<file path="src/rtl/nf_sume_10g_tx_rdy_sequencer_pkg.sv">
// Shared definitions for the 10G TXUSERRDY sequencer: state encodings,
// default timing constants and a constant-evaluable clog2.
package nf_sume_10g_tx_rdy_sequencer_pkg;

    typedef enum logic [2:0] {
        ST_WAIT_LOCK = 3'd0,
        ST_DELAY     = 3'd1,
        ST_WAIT_DONE = 3'd2,
        ST_READY     = 3'd3,
        ST_RETRY     = 3'd4,
        ST_FAULT     = 3'd5
    } seq_state_t;

    localparam int DEF_NUM_LANES           = 4;
    localparam int DEF_SYNC_STAGES         = 4;
    localparam int DEF_RDY_DELAY_CYCLES    = 64;
    localparam int DEF_DONE_TIMEOUT_CYCLES = 1024;
    localparam int DEF_MAX_RETRIES         = 2;

    function automatic int clog2_f(input int value);
        int r;
        r = 0;
        for (int i = 0; i < 31; i++) begin
            if ((1 << i) < value) r = i + 1;
        end
        return r;
    endfunction

endpackage

</file>
<file path="src/rtl/nf_sume_sync_bit.sv">
// Single-bit multi-flop synchroniser into clk; clr empties the chain
// asynchronously (used both for reset and for fast lock-loss detection).
module nf_sume_sync_bit #(
    parameter int STAGES = 4
) (
    input  logic clk,
    input  logic clr,
    input  logic d,
    output logic q
);

    (* ASYNC_REG = "TRUE" *) logic [STAGES-1:0] sreg;

    always_ff @(posedge clk or posedge clr) begin
        if (clr) sreg <= '0;
        else     sreg <= {sreg[STAGES-2:0], d};
    end

    assign q = sreg[STAGES-1];

endmodule

</file>
<file path="src/rtl/nf_sume_10g_tx_rdy_sequencer.sv">
// Sequences TXUSERRDY for lanes sharing one QPLL: lock, settle, assert, then
// supervise tx_resetdone with timeout, bounded retry and a sticky fault.
module nf_sume_10g_tx_rdy_sequencer
    import nf_sume_10g_tx_rdy_sequencer_pkg::*;
#(
    parameter int NUM_LANES           = DEF_NUM_LANES,
    parameter int SYNC_STAGES         = DEF_SYNC_STAGES,
    parameter int RDY_DELAY_CYCLES    = DEF_RDY_DELAY_CYCLES,
    parameter int DONE_TIMEOUT_CYCLES = DEF_DONE_TIMEOUT_CYCLES,
    parameter int MAX_RETRIES         = DEF_MAX_RETRIES
) (
    input  logic                 txusrclk2,
    input  logic                 gttxreset,
    input  logic                 qplllock,
    input  logic [NUM_LANES-1:0] lane_enable,
    input  logic [NUM_LANES-1:0] tx_resetdone,
    output logic [NUM_LANES-1:0] txuserrdy,
    output logic                 tx_ready_all,
    output logic                 tx_retry_req,
    output logic                 fault,
    output logic [2:0]           retry_count,
    output logic [2:0]           seq_state
);

    localparam int DLY_W = clog2_f(RDY_DELAY_CYCLES) + 1;
    localparam int TO_W  = clog2_f(DONE_TIMEOUT_CYCLES) + 1;
    localparam logic [DLY_W-1:0] DLY_LAST  = DLY_W'(RDY_DELAY_CYCLES - 1);
    localparam logic [TO_W-1:0]  TO_LAST   = TO_W'(DONE_TIMEOUT_CYCLES - 1);
    localparam logic [2:0]       RETRY_MAX = 3'(MAX_RETRIES);

    logic                 rst_n_sync;
    logic                 rst;
    logic                 lock_clr;
    logic                 lock_s;
    logic [NUM_LANES-1:0] en;
    logic [NUM_LANES-1:0] done;
    logic [NUM_LANES-1:0] en_ref;
    logic                 all_done;
    logic                 rdy_now;
    logic                 rdy_next;
    logic [DLY_W-1:0]     dly_cnt;
    logic [TO_W-1:0]      to_cnt;
    seq_state_t           state;
    seq_state_t           state_nxt;

    nf_sume_sync_bit #(.STAGES(SYNC_STAGES)) u_rst_bridge (
        .clk(txusrclk2), .clr(gttxreset), .d(1'b1), .q(rst_n_sync)
    );
    assign rst = ~rst_n_sync;

    // Clearing the chain while qplllock is low makes lock loss visible at once,
    // while lock rise still has to ripple through every stage.
    assign lock_clr = gttxreset | ~qplllock;

    nf_sume_sync_bit #(.STAGES(SYNC_STAGES)) u_lock_sync (
        .clk(txusrclk2), .clr(lock_clr), .d(qplllock), .q(lock_s)
    );

    for (genvar g = 0; g < NUM_LANES; g++) begin : g_lane
        nf_sume_sync_bit #(.STAGES(SYNC_STAGES)) u_en_sync (
            .clk(txusrclk2), .clr(gttxreset), .d(lane_enable[g]), .q(en[g])
        );
        nf_sume_sync_bit #(.STAGES(SYNC_STAGES)) u_done_sync (
            .clk(txusrclk2), .clr(gttxreset), .d(tx_resetdone[g]), .q(done[g])
        );
    end

    assign all_done = ((done & en) == en);

    always_comb begin
        state_nxt = state;
        unique case (state)
            ST_WAIT_LOCK: if (lock_s && (en != '0)) state_nxt = ST_DELAY;
            ST_DELAY: begin
                if (!lock_s)                  state_nxt = ST_WAIT_LOCK;
                else if (dly_cnt == DLY_LAST) state_nxt = ST_WAIT_DONE;
            end
            ST_WAIT_DONE: begin
                if (!lock_s)                 state_nxt = ST_WAIT_LOCK;
                else if (all_done)           state_nxt = ST_READY;
                else if (to_cnt == TO_LAST)  state_nxt = ST_RETRY;
            end
            ST_READY: begin
                if (!lock_s)            state_nxt = ST_WAIT_LOCK;
                else if (en != en_ref)  state_nxt = ST_WAIT_LOCK;
                else if (!all_done)     state_nxt = ST_RETRY;
            end
            ST_RETRY: state_nxt = (retry_count < RETRY_MAX) ? ST_WAIT_LOCK : ST_FAULT;
            ST_FAULT: state_nxt = ST_FAULT;
            default:  state_nxt = ST_WAIT_LOCK;
        endcase
    end

    // txuserrdy comes up one cycle after WAIT_DONE entry but drops on the
    // same edge the FSM leaves the ready phase.
    assign rdy_now  = (state == ST_WAIT_DONE) || (state == ST_READY);
    assign rdy_next = (state_nxt == ST_WAIT_DONE) || (state_nxt == ST_READY);

    always_ff @(posedge txusrclk2 or posedge rst) begin
        if (rst) begin
            state       <= ST_WAIT_LOCK;
            dly_cnt     <= '0;
            to_cnt      <= '0;
            retry_count <= '0;
            txuserrdy   <= '0;
            en_ref      <= '0;
        end else begin
            state     <= state_nxt;
            en_ref    <= (state == ST_READY) ? en_ref : en;
            txuserrdy <= (rdy_now && rdy_next) ? en : '0;

            if (state == ST_DELAY && state_nxt == ST_DELAY)
                dly_cnt <= (dly_cnt == '1) ? dly_cnt : dly_cnt + 1'b1;
            else
                dly_cnt <= '0;

            if (state == ST_WAIT_DONE && state_nxt == ST_WAIT_DONE)
                to_cnt <= (to_cnt == '1) ? to_cnt : to_cnt + 1'b1;
            else
                to_cnt <= '0;

            if (state == ST_RETRY && retry_count < RETRY_MAX)
                retry_count <= retry_count + 3'd1;
        end
    end

    assign tx_ready_all = (state == ST_READY);
    assign tx_retry_req = (state == ST_RETRY);
    assign fault        = (state == ST_FAULT);
    assign seq_state    = state;

endmodule

</file>
<file path="config.mk">
export PLATFORM = sky130hd
export DESIGN_NAME = nf_sume_10g_tx_rdy_sequencer
export DESIGN_NICKNAME = d
export VERILOG_FILES = /design/src/rtl/nf_sume_10g_tx_rdy_sequencer_pkg.sv /design/src/rtl/nf_sume_sync_bit.sv /design/src/rtl/nf_sume_10g_tx_rdy_sequencer.sv
export SDC_FILE = /design/constraint.sdc
export NUM_CORES = 1
export LEC_CHECK = 0
export ABC_CLOCK_PERIOD_IN_PS = 1250
export BUFFER_PORTS_ARGS = -buffer_cell sky130_fd_sc_hd__buf_2
export CAP_MARGIN = 40
export CORE_MARGIN = 5
export CORE_UTILIZATION = 56
export CTS_CLUSTER_DIAMETER = 30
export DETAILED_ROUTE_END_ITERATION = 10
export PLACE_DENSITY = 0.88
export SLEW_MARGIN = 15
export SYNTH_ARGS = -nofsm -noshare
export SYNTH_HDL_FRONTEND = slang
export SYNTH_HIERARCHICAL = 1
export SYNTH_SLANG_ARGS = --single-unit
</file>
<file path="constraint.sdc">
create_clock -name txusrclk2 -period 1.25 [get_ports txusrclk2]
set_input_delay 0.1875 -clock txusrclk2 [delete_from_list [all_inputs] [get_ports txusrclk2]]
set_output_delay 0.1875 -clock txusrclk2 [all_outputs]
set_load 0.03 [all_outputs]
</file>
==> results of run 1 <==
## cells in the mapped netlist (all sizes together), types with 4 or more instances
cell type and number:
xnor2 5, and3 4, xor2 7, a21oi 7
a31oi 4, dfrtp 72, nor2 16, nand3 7
nand2 7, nor4 4, o21ai 6, nand2b 6
nor3 9, inv 20
## repair_timing
action,CTS,global route
hold buffers,11,0
endpoints found under the setup margin,33,42
gates resized for setup,53,31
hold endpoints to repair,49,0
cloned,1,0
buffers inserted,18,8
pin swaps,23,20
## registers in the layout, indices dropped and copies added (netlist names)
signal                   flops
g_lane.u_done_sync/sreg     16
u_lock_sync/sreg             4
g_lane.u_en_sync/sreg       16
txuserrdy                    4
u_rst_bridge/sreg            4
seq_state                    3
en_ref                       4
retry_count                  3
to_cnt                      11
dly_cnt                      7
## metrics by stage
stage          utilization, %  area, sq um
2_1_floorplan               -         2820
5_1_grt                  87.9         4150
4_1_cts                  84.3         3980
6_report                 87.9         4150
3_3_place_gp             70.5         3330
3_5_place_dp             70.5         3330
## worst max path at each step
stage | to | depth (start not counted) | slack (ps)
floorplan | to_cnt[9]$_DFFE_PN0P_ | 5 | -460
global placement | to_cnt[9]$_DFFE_PN0P_ | 5 | -360
detailed placement | to_cnt[9]$_DFFE_PN0P_ | 5 | -430
CTS | to_cnt[9]$_DFFE_PN0P_ | 5 | -360
global route | to_cnt[1]$_DFFE_PN0P_ | 7 | -620
finish | to_cnt[1]$_DFFE_PN0P_ | 7 | -590
## final cells by class
| cell class | instances | area, sq um |
|---|---|---|
| well taps | 67 | 83.8 |
| flip-flops and latches | 72 | 1810 |
| clock buffers | 10 | 138 |
| fillers | 182 | 571 |
| repair buffers | 99 | 817 |
| inverters | 21 | 83.8 |
| multi-input cells | 123 | 1180 |
| clock inverters | 5 | 40.0 |
## layout by cell type, fill, tap and decap left out, types with 3 or more instances in the layout
master,count
nor2_1,12
o21ai_1,3
inv_1,17
and4_1,3
nand3_1,4
dlygate4sd3_1,11
nand2b_4,4
nand3_4,3
buf_6,21
nor3_2,3
nand2_1,3
xor2_1,7
nor3_1,6
inv_2,3
inv_6,3
a21oi_2,3
dfrtp_2,4
a21oi_1,4
nand2_2,3
xnor2_1,3
dfrtp_1,68
buf_2,16
buf_4,49
and3_1,4
clkbuf_8,10
## routing by layer
metal  global-route usage (%)  vias to the layer above  wire length [um]
li1                         -                      991                 -
met1                     27.8                     1175              2970
met2                     44.4                      168              4490
met3                     5.64                       66               576
met4                     15.2                        0               695
met5                        0                        -                 0
## cell families (layout without fill, tap and decap cells)
logic type | count (synthesis) | after routing | synth area share, %
AOI/OAI and AO/OA | 36 | 37 | 9.95
xor gates and xnor gates | 12 | 12 | 3.83
adders and majority gates | 3 | 3 | 1.37
buffers and inverters | 24 | 135 | 3.38
DFF | 72 | 72 | 65.7
muxes | 2 | 2 | 0.730
other | 1 | 1 | 0.137
and+or+nand+nor | 68 | 68 | 14.9
## worst max-delay path, stage by stage, from the launching register on
cell	delay [ps]
dfrtp_1	410
ha_4	180
nand3_4	80
buf_4	170
nor3_1	320
buf_4	200
mux2i_1	240
nor2_1	100
## power groups by stage
stage | logic [mW] | registers (mW) | clock network (mW)
floorplan | 0.0820 | 2.50 | 0
global placement | 0.177 | 2.48 | 0
detailed placement | 0.185 | 2.49 | 0
CTS | 0.253 | 2.44 | 1.70
global route | 0.323 | 2.46 | 1.85
finish | 0.298 | 2.45 | 1.71
==> key figures, run 1 <==
Run status
  • Status: finished with violations
  • Failing checks: negative setup slack

Floorplan
  • Total Die Area: 6390 sq um
  • Ports: 24
  • Die width: 80.0 um
  • Initial Util: 58.0%
  • Die Span Y: 80.0 um
  • Cell Rows: 25
  • Core area: 4720 sq um

STA
  • Tcrit/Tclk final: 147%
  • Min cycle time layout: 1840 ps
  • Fin. Hold Viols: 0
  • Max frequency: 0.543 GHz
  • Final setup vio count: 37
  • Layout Skew: 14.8 ps
  • TNS Setup: -11430 ps
  • RSZ-0062 raised after global routing: yes
  • Setup ws final: -591 ps
  • Slew Viols, Final: 0
  • WHS: 259 ps

Critical path
  • Critical-path maximum fanout: 6
  • Reg-to-reg endpoint: to_cnt[1]$_DFFE_PN0P_
  • FF-to-FF setup slack: -590 ps
  • R2R cell count: 7
  • Crit Path Class: reg -> reg
  • Nature of the critical path endpoint: register
  • R2R Path Start: to_cnt[1]$_DFFE_PN0P_
  • Beginning of the critical path: to_cnt[1]$_DFFE_PN0P_
  • CP arrival: 2050 ps
  • Required @ worst endpoint: 1460 ps
  • Crit start category: register

CTS
  • H-Tree Depth: 3
  • CTS Root Cell: clkbuf_8
  • Clock slew at reported path FFs: 90 ps
  • CTS tree: done
  • Clk Latency, worst-skew pair: 350 ps
  • Cts bufs inserted: 9
  • Clock Path Buffers: 2
  • Sink Count: 72

Pwr
  • Lkg Pwr: 1.92 nW
  • Total power: 4.45 mW
  • Total net switching power: 1.13 mW
  • Switching Fraction: 25.4%
  • Internal power: 3.32 mW
  • Power density over the cells: 1070 nW/um^2
  • VDD IR-drop max: 0.00120 V
  • Seq pwr share: 55.0%
  • Clk pwr share: 38.3%
  • Combinational share of power: 6.7%

Synthesis
  • EDFF count, synth: 0
  • Share of the synthesized area in the top cell type: 65.7%
  • Yosys warns: 6
  • Post-synthesis sequential area ratio: 65.7%
  • Cell variety after synth: 45
  • Post-synth top flop: dfrtp_1
  • Ranking of synthesized cells by area: dfrtp_1 66%, inv_1 2.7%, xor2_1 2.2%, nor2_1 2.2%, nor3_1 1.6%
  • Synth Register Bits: 72
  • Synth Net Count: 232
  • Ys async rst share: 100%
  • Dominant cell type by area after synthesis: dfrtp_1
  • Post-Synthesis Cells: 218
  • Mean Syn Cell Area: 12.6 sq um
  • Post-Syn Area: 2740 sq um

Place
  • Placed wire-length estimate: 3800 um
  • Pre-CTS WS: -428 ps
  • IO Port Bufs: 23
  • Gpl congestion: 0.801
  • Placed Cells: 349

Routing
  • DRC: 0
  • DRC marker count from the first detailed-route iteration: 223
  • Vias per cell: 6.05
  • DRT antenna net count: 0
  • Initial DRT Pass Iterations: 5
  • WL/cell: 22.0 um
  • Via count: 2400
  • Total Wirelength: 8730 um

Global route
  • Largest net degree at the start of global routing: 33
  • Antenna violations before repair: 0
  • Total global-route track usage: 25.3%
  • First-pass GRT wire length: 12000 um
  • Vias in the first global route: 2476
  • Remaining Overflow, GRT: 0

Final layout
  • Ant. Diodes: 0
  • Finished Layout Cells: 397
  • Ratio of cells with drive above 1 in the final layout: 48.8%
  • Final nets: 340
  • Layout area overhead: 51.5%

Min path
  • Hold WC Path Type: reg -> async

Run
  • Maxcap violations: 0
No activity file was read; power rests on OpenSTA's default activity.
==> run 2: changes to the inputs <==
--- a/config.mk
+++ b/config.mk
@@ -8,10 +8,12 @@
 export ABC_CLOCK_PERIOD_IN_PS = 1250
 export BUFFER_PORTS_ARGS = -buffer_cell sky130_fd_sc_hd__buf_2
 export CAP_MARGIN = 40
+export CORE_ASPECT_RATIO = 1.2
 export CORE_MARGIN = 5
 export CORE_UTILIZATION = 56
 export CTS_CLUSTER_DIAMETER = 30
 export DETAILED_ROUTE_END_ITERATION = 10
+export GPL_TIMING_DRIVEN = 0
 export PLACE_DENSITY = 0.88
 export SLEW_MARGIN = 15
 export SYNTH_ARGS = -nofsm -noshare
==> key figures, run 2 (same netlist as run 1, synthesis figures left out) <==
Run status
  • Status: finished with violations (unchanged)
  • Failing checks: negative setup slack (unchanged)

Critical path
  • CP arrival: 2050 ps (about the same)
  • Nature of the critical path endpoint: register (unchanged)
  • Critical-path maximum fanout: 5 (was 6)
  • Crit Path Class: reg -> reg (unchanged)
  • Required @ worst endpoint: 1500 ps (was 1460 ps)
  • Crit start category: register (unchanged)

Floorplan
  • Initial Util: 56.7% (was 58.0%)
  • Cell Rows: 28 (was 25)
  • Die width: 73.9 um (was 80.0 um)
  • Ports: 24 (unchanged)
  • Core area: 4830 sq um (was 4720 sq um)
  • Die Span Y: 86.6 um (was 80.0 um)
  • Total Die Area: 6400 sq um (was 6390 sq um)

Pwr
  • Total power: 4.28 mW (was 4.45 mW)
  • Combinational share of power: 5.1% (was 6.7%)
  • Switching Fraction: 24.8% (was 25.4%)
  • VDD IR-drop max: 0.00114 V (was 0.00120 V)
  • Internal power: 3.22 mW (was 3.32 mW)
  • Power density over the cells: 1100 nW/um^2 (was 1070 nW/um^2)
  • Clk pwr share: 37.0% (was 38.3%)
  • Seq pwr share: 57.8% (was 55.0%)
  • Total net switching power: 1.06 mW (was 1.13 mW)
  • Lkg Pwr: 1.73 nW (was 1.92 nW)

CTS
  • Clock slew at reported path FFs: 80 ps (was 90 ps)
  • CTS Root Cell: clkbuf_8 (unchanged)
  • Clock Path Buffers: 2 (unchanged)
  • Clk Latency, worst-skew pair: 360 ps (was 350 ps)
  • H-Tree Depth: 3 (unchanged)
  • Sink Count: 72 (unchanged)
  • Cts bufs inserted: 9 (unchanged)
  • CTS tree: done (unchanged)

Min path
  • Hold WC Path Type: reg -> async (unchanged)

Global route
  • Largest net degree at the start of global routing: 33 (unchanged)
  • Total global-route track usage: 21.0% (was 25.3%)
  • Antenna violations before repair: 0 (unchanged)
  • Remaining Overflow, GRT: 0 (unchanged)
  • First-pass GRT wire length: 9980 um (was 12000 um)
  • Vias in the first global route: 2086 (was 2476)

Routing
  • DRT antenna net count: 0 (unchanged)
  • Total Wirelength: 7190 um (was 8730 um)
  • WL/cell: 19.7 um (was 22.0 um)
  • Via count: 2132 (was 2400)
  • DRC marker count from the first detailed-route iteration: 171 (was 223)
  • Initial DRT Pass Iterations: 4 (was 5)
  • Vias per cell: 5.83 (was 6.05)
  • DRC: 0 (unchanged)

Final layout
  • Final nets: 315 (was 340)
  • Commonest non-fill, non-tap cells in the layout: 61 x dfrtp_1, 31 x buf_4, 19 x buf_2 (was 68 x dfrtp_1, 49 x buf_4, 21 x buf_6)
  • Most common cell after layout, fill and taps aside: dfrtp_1 (unchanged)
  • Ratio of cells with drive above 1 in the final layout: 44.4% (was 48.8%)
  • Largest regs: g_lane.u_done_sync/sreg: 16 flops, g_lane.u_en_sync/sreg: 16 flops, to_cnt: 11 flops (unchanged)
  • Layout area overhead: 41.7% (was 51.5%)
  • Ant. Diodes: 0 (unchanged)

STA
  • Min cycle time layout: 1800 ps (was 1840 ps)
  • WHS: 318 ps (was 259 ps)
  • Fin. Hold Viols: 0 (unchanged)
  • Layout Skew: 13.5 ps (was 14.8 ps)
  • TNS Setup: -12180 ps (was -11430 ps)
  • Setup ws final: -550 ps (was -591 ps)
  • Slew Viols, Final: 0 (unchanged)
  • Final setup vio count: 36 (was 37)
  • Slew margin rel.: 52.1%
  • RSZ-0062 raised after global routing: yes (unchanged)
  • Worst slew pin tran: 718 ps
  • Tcrit/Tclk final: 144% (was 147%)
  • Max frequency: 0.556 GHz (was 0.543 GHz)

Place
  • Gpl congestion: 0.815 (was 0.801)
  • Placed wire-length estimate: 3330 um (was 3800 um)
  • IO Port Bufs: 23 (unchanged)

Run
  • Maxcap violations: 0 (unchanged)
run 2: changes by cell type in the layout (fill, tap and decap cells not counted), moves of 3 or more:
cell	change
buf_4	-18
nand2b_1	+3
inv_6	-3
nand2_1	+4
nand2_2	-3
buf_2	+3
nand2b_4	-3
dfrtp_2	+7
dfrtp_1	-7
buf_6	-9
run 2: power groups by stage:
| stage | registers [mW] | logic (mW) | clock network [mW] |
|---|---|---|---|
| final | 2.48 | 0.219 | 1.59 |
| after global routing | 2.48 | 0.242 | 1.70 |
| after CTS | 2.47 | 0.192 | 1.59 |
| after detailed placement | 2.51 | 0.126 | 0 |
| after global placement | 2.51 | 0.118 | 0 |
| after floorplan | 2.50 | 0.0820 | 0 |
run 2: cell type report:
type	instances	area, sq um
buffer	2	22.5
clock buffer	11	131
clock inverter	5	33.8
fill	235	951
inverter	21	86.3
multi-input combinational	123	1150
sequential	72	1820
tap	60	75.1
timing repair buffer	72	566
run 2: stage by stage:
stage | std cells | utilization [%] | area, sq um | worst slack (ps)
floorplan | 218 | - | 2820 | -458
global placement | 301 | 62.3 | 3010 | -553
detailed placement | 301 | 62.3 | 3010 | -553
CTS | 346 | 74.6 | 3610 | -462
global route | 366 | 80.3 | 3880 | -616
finish | 366 | 80.3 | 3880 | -550
run 2: final timing paths:
path	to	slack, ps	from	depth (start not counted)
max reg2reg	txuserrdy[3]$_DFF_PN0_	-550	seq_state[2]$_DFF_PN0_	7
min in group txusrclk2	g_lane[1].u_en_sync/sreg[3]$_DFF_PP0_	340	g_lane[1].u_en_sync/sreg[2]$_DFF_PP0_	0
min	txuserrdy[0]$_DFF_PN0_	320	u_rst_bridge/sreg[3]$_DFF_PP0_	0
max in group asynchronous	u_lock_sync/sreg[3]$_DFF_PP0_	110	gttxreset	5
max	txuserrdy[3]$_DFF_PN0_	-550	seq_state[2]$_DFF_PN0_	7
min reg2reg	txuserrdy[0]$_DFF_PN0_	320	u_rst_bridge/sreg[3]$_DFF_PP0_	0
run 2: repair_timing:
item                                   4_1_cts  5_1_grt
cloned                                       1        0
gates resized for setup                     33       38
pin swaps                                   10       16
hold buffers                                11        0
setup endpoints to repair                   27       36
endpoints found under the hold margin       49        0
buffers inserted                            18       21
run 2: worst max-delay path, stage by stage (launching register included):
cell and delay, ps:
dfrtp_2 420, buf_6 130, buf_4 140, nor3b_4 230, o41a_1 240, o221ai_4 170
buf_6 160, nor3_2 210
run 2: layer usage:
metal  routed length [um]  track usage (%)  up-vias
li1                     -                -      936
met3                  334             6.61       32
met5                    0                0        -
met1                 2620             24.0     1080
met4                  312             10.2        0
met2                 3920             35.2       84
